$ cat src/rtl/spi_reg_bank.sv
// SPI-facing register bank: double-buffered control words with atomic commit,
// on-demand status snapshots and a saturating illegal-write counter.
module spi_reg_bank #(
    parameter int DATA_WIDTH = 64,
    parameter int NUM_REGS   = 8,
    parameter int NUM_STATUS = 4
) (
    input  logic                             clk,
    input  logic                             rst,
    input  logic [6:0]                       addr,
    input  logic [DATA_WIDTH-1:0]            data_in,
    input  logic                             wr_en,
    output logic [DATA_WIDTH-1:0]            data_out,
    input  logic [NUM_STATUS*DATA_WIDTH-1:0] status_in,
    output logic [NUM_REGS*DATA_WIDTH-1:0]   ctrl_out,
    output logic                             commit_pulse
);

    localparam logic [6:0] ADDR_SNAP   = 7'h7D;
    localparam logic [6:0] ADDR_BADCNT = 7'h7E;
    localparam logic [6:0] ADDR_COMMIT = 7'h7F;

    logic [DATA_WIDTH-1:0] shadow [NUM_REGS];
    logic [DATA_WIDTH-1:0] live   [NUM_REGS];
    logic [DATA_WIDTH-1:0] snap   [NUM_STATUS];
    logic [7:0]            badcnt;
    logic                  commit_pend;
    logic                  hit_shadow;
    logic                  bad_write;
    logic                  commit_req;
    logic [DATA_WIDTH-1:0] rd_data;

    always_comb begin
        hit_shadow = 1'b0;
        for (int k = 0; k < NUM_REGS; k++) begin
            if (addr == 7'(k)) hit_shadow = 1'b1;
        end
    end

    assign commit_req = wr_en && (addr == ADDR_COMMIT) && data_in[0];
    assign bad_write  = wr_en && !hit_shadow && (addr != ADDR_SNAP)
                        && (addr != ADDR_BADCNT) && (addr != ADDR_COMMIT);

    always_comb begin
        rd_data = '0;
        for (int k = 0; k < NUM_REGS; k++) begin
            if (addr == 7'(k))      rd_data = shadow[k];
            if (addr == 7'(32 + k)) rd_data = live[k];
        end
        for (int k = 0; k < NUM_STATUS; k++) begin
            if (addr == 7'(64 + k)) rd_data = snap[k];
        end
        if (addr == ADDR_BADCNT) rd_data = DATA_WIDTH'(badcnt);
    end

    // Shadows cannot change on the strobe edge itself (that write targets COMMIT),
    // so copying them one edge later still yields the pre-strobe values.
    always_ff @(posedge clk or posedge rst) begin
        if (rst) begin
            for (int k = 0; k < NUM_REGS; k++) begin
                shadow[k] <= '0;
                live[k]   <= '0;
            end
            commit_pend  <= 1'b0;
            commit_pulse <= 1'b0;
        end else begin
            commit_pend  <= commit_req;
            commit_pulse <= commit_pend;
            if (commit_pend) begin
                for (int k = 0; k < NUM_REGS; k++) live[k] <= shadow[k];
            end
            if (wr_en) begin
                for (int k = 0; k < NUM_REGS; k++) begin
                    if (addr == 7'(k)) shadow[k] <= data_in;
                end
            end
        end
    end

    always_ff @(posedge clk or posedge rst) begin
        if (rst) begin
            for (int k = 0; k < NUM_STATUS; k++) snap[k] <= '0;
            badcnt   <= '0;
            data_out <= '0;
        end else begin
            if (wr_en && (addr == ADDR_SNAP)) begin
                for (int k = 0; k < NUM_STATUS; k++) begin
                    snap[k] <= status_in[k*DATA_WIDTH +: DATA_WIDTH];
                end
            end
            if (wr_en && (addr == ADDR_BADCNT)) begin
                badcnt <= '0;
            end else if (bad_write && (badcnt != 8'hFF)) begin
                badcnt <= badcnt + 8'd1;
            end
            data_out <= rd_data;
        end
    end

    for (genvar g = 0; g < NUM_REGS; g++) begin : g_ctrl
        assign ctrl_out[g*DATA_WIDTH +: DATA_WIDTH] = live[g];
    end

endmodule

$ cat config.mk
export PLATFORM = sky130hd
export DESIGN_NAME = spi_reg_bank
export DESIGN_NICKNAME = d
export VERILOG_FILES = /design/src/rtl/spi_reg_bank.sv
export SDC_FILE = /design/constraint.sdc
export NUM_CORES = 2
export LEC_CHECK = 0
export CELL_PAD_IN_SITES_DETAIL_PLACEMENT = 1
export CELL_PAD_IN_SITES_GLOBAL_PLACEMENT = 1
export CORE_ASPECT_RATIO = 0.5
export CORE_MARGIN = 4
export CORE_UTILIZATION = 47
export DETAILED_ROUTE_END_ITERATION = 7
export PLACE_DENSITY = 0.88
export REMOVE_ABC_BUFFERS = 1
export SYNTH_ARGS = -nofsm -noshare
export SYNTH_HDL_FRONTEND = slang
export SYNTH_SLANG_ARGS = --single-unit
$ cat constraint.sdc
create_clock -name clk -period 113 [get_ports clk]
set_clock_uncertainty 0.15 [all_clocks]
set_input_delay 16.95 -clock clk [delete_from_list [all_inputs] [get_ports clk]]
set_output_delay 16.95 -clock clk [all_outputs]
set_load 0.01 [all_outputs]
==> run_results.csv <==
group,metric,value,unit
critical_path,max_stage_delay,0.92,ns
placed_design,globalplace.congestion,0.916,
placed_design,place_hpwl,187000,um
grt,grt_antenna_before_repair,43,
critical_path,cp_num_buf_inv,7,
die,ios,907,
sta,post-route-period-util,0.195,
sta,hold_viol,0,
synthesis,yosys.area.top_type,"dfrtp_1",
placed_design,placed_area,73300,um2
critical_path,crit_chain,"clkdlybuf4s50_1, inv_8, buf_12, buf_4, buf_4, buf_4, buf_4",
placed_design,place_ws,90.03,ns
synthesis,seq_area_frac_synth,0.540,
grt,grt_pass1_wl,443000,um
synthesis,yosysTopAreaCellShare,0.540,
critical_path,crit_top_cell,"buf_4",
grt,grt_max_degree,218,
critical_path,reg2reg_from,"commit_pend",
sta,tns,0,ns
critical_path,worst-r2r-setup-slack,108.29,ns
drt,dr.pass1.iters,8,
synthesis,netlist_area,62700,um2
die,die_w,525,um
critical_path,cp_max_fo,161,
drt,routed_wirelength,311000,um
synthesis,synth_area_per_cell,11.3,um2
synthesis,yosys_warnings,0,
sta,setup_slack,91.02,ns
sta,slew_headroom,0.0797,
die,die_y,266,um
synthesis,ys_ff_latch,1354,
power_and_ir_drop,powerDensity,14.1,nW/um2
drt,route.detailed.wl_per_inst,38.1,um
status,violations,"DRC",
status,status,"finished with violations",
critical_path,startpoint_type,"primary input",
worst_hold_path,worstHoldEndpoint,"snap[191]",
critical_path,path_delay_family,"buffers and inverters",
synthesis,syn-instance-count,5572,
sta,rsz0062_at_grt,"no",
critical_path,rr_worst_depth,4,
layout,final_area,77500,um2
critical_path,r2r-end,"ctrl_out[398]",
sta,tightest_slew,1.38,ns
sta,finalMaxSlewViolations,0,
worst_hold_path,hp-start,"snap[191]",
sta,setup_viol,0,
worst_hold_path,hold_depth,2,
grt,grt-ovfl-total,0,
worst_hold_path,min_path_type,"flop to flop",
clocking,postCtsSetupRepairBufs,0,
critical_path,path_class,"primary input to async pin",
critical_path,worstSetupEndpointType,"async pin",
layout,instances_no_fill,8166,
layout,final_util,0.588,
layout,layout.nets,6588,
sta,period_minus_slack,21.99,ns
grt,grt_usage,0.431,
clocking,cts_made_buffers,121,
critical_path,slowest_stage,"buf_4",
synthesis,synthArstFlopShare,1.00,
sta,max_freq,45.5,MHz
layout,layout-drive-gt1-share,0.227,
layout,area_growth,23.6,%
synthesis,synth_ff_type,"dfrtp_1",
clocking,clk_pin_slew,0.06,ns
synthesis,synth_area_leaders,"dfrtp_1, mux2_2, nand2_1",
clocking,clk_path_buf_depth,3,
drt,vias,58100,
clocking,cts_sinks,1354,
job,maxCapViolCount,0,
die,initial_core_util,0.475,
placed_design,port_buffers,906,
critical_path,cp.arrival,22.58,ns
clocking,cts-resized-gates,0,
placed_design,place_inst,7910,
synthesis,ys_types,82,
clocking,cts_htree_levels,3,
die,rows,94,
power_and_ir_drop,peakVddDrop,12.7,uV
critical_path,cp.required,113.59,ns
clocking,insertion_delay,0.82,ns
grt,first_global_vias,62000,
layout,fill_cells,13400,
drt,ant_nets,0,
drt,drtIter0Drc,8354,
clocking,holdBufCountCts,0,
drt,viasPerCell,7.12,
drt,drc_errors,40,
power_and_ir_drop,leakagePower,36.4,nW
die,dieArea,140000,um2
clocking,root_buffer,"clkbuf_16",
die,core_area,132000,um2
synthesis,synth-edff-count,0,
clocking,cts_tree,"yes",
[metrics by stage]
step           power, W  hold WS [ns]
6_report        0.00109         0.320
3_5_place_dp   0.000634         0.303
2_1_floorplan  0.000581         0.281
3_3_place_gp   0.000625         0.297
5_1_grt         0.00111         0.339
4_1_cts         0.00108         0.319
[worst max-delay path by stage]
stage | endpoint | cells after the start | start | slack, ns
final | snap[8] | 7 | rst | 91.02
after global routing | ctrl_out[456] | 7 | rst | 90.16
after CTS | ctrl_out[474] | 7 | rst | 90.83
after detailed placement | snap[115] | 7 | rst | 90.03
after global placement | snap[115] | 7 | rst | 90.34
after floorplan | badcnt[0] | 1 | rst | 57.73
[placed cells by master, fill, tap and decap left out, types with 14 or more instances in the layout]
cell type and n:
a311oi_1 15, o21ai_0 221, mux2i_1 51, nor2_1 225, a211oi_1 27, nor3_1 47
clkdlybuf4s50_1 903, clkbuf_16 122, a22o_1 30, nand2_1 892, clkinv_2 14, mux2_2 1037
a21oi_1 265, clkbuf_1 35, dfrtp_1 1353, a21o_1 33, o211ai_1 44, o2bb2ai_1 36
o21ai_1 25, nor2b_1 28, a2bb2oi_1 25, diode_2 35, a221o_1 25, or3_1 18
clkbuf_8 27, a31oi_1 36, nand3_1 94, a222oi_1 29, a22oi_1 67, buf_4 101
o221ai_1 57, nor4_1 19, o22a_1 37, or4_1 17, bufinv_16 15, o221a_2 29
o22ai_1 101
[area by class of cell]
type	instances	area (um2)	share of cell area
multi-input combinational	3758	27200	0.351
sequential	1354	33900	0.437
antenna	35	87.6	0.00113
clock inverter	37	607	0.00783
tap	1776	2220	0.0287
clock buffer	184	3560	0.0459
timing repair buffer	1012	9950	0.128
inverter	10	47.5	0.000613
[power breakdown]
group	total, W	internal (W)	leakage, nW	switching, W
registers	0.000536	0.000510	18.6	0.0000253
logic	0.0000990	0.0000394	15.8	0.0000596
clock network	0.000457	0.000251	2.04	0.000206
total	0.00109	0.000801	36.4	0.000291
[Yosys cell counts (10+ instances only)]
master	number
or3_1	20
a21o_1	33
o21ai_0	221
o211ai_1	44
a22o_1	30
a221o_1	25
o22ai_1	101
o221a_2	29
buf_2	178
o21ai_1	25
a2bb2oi_1	25
clkbuf_1	236
a211o_1	11
buf_1	23
nor4_1	20
o22a_1	37
a22oi_1	67
a32o_1	11
or4_1	17
a211oi_1	27
o2bb2ai_1	36
nand2_1	902
nor2_1	232
nand4_1	12
mux2_2	1037
nor3_1	56
o31ai_1	10
dfrtp_1	1354
a311oi_1	15
nand2b_1	10
mux2i_1	51
a221oi_1	12
a21oi_1	265
nand3_1	107
nor2b_1	30
o221ai_1	57
a31oi_1	36
a222oi_1	29
o2111ai_1	10
[sequential cells by signal, indices dropped and copies added, names as in the netlist]
name / cells
snap: 256
ctrl_out: 512
commit_pulse: 1
commit_pend: 1
badcnt: 8
data_out: 64
shadow: 512
[tightest hold or removal path, delay by kind of cell, from the launching register on]
kind / cells / cell delay (ns)
flops: 1 / 0.34
simple gates: 2 / 0.10
[routing by layer]
metal  vias up  GRT usage  routed length, um
met1     29500      0.489             103000
met3      1824      0.162              39500
met4        18      0.395              33000
li1      21600          -                  -
met5         -     0.0100                192
met2      5196      0.633             135000
[cells by family after synthesis]
group | synth area share
simple gates | 0.0971
flops | 0.540
compound gates | 0.133
mux | 0.197
buf+inv | 0.0322
xor+xnor | 0.000140
fa+ha+maj | 0.000199
Power figures use the tool's default switching activity.
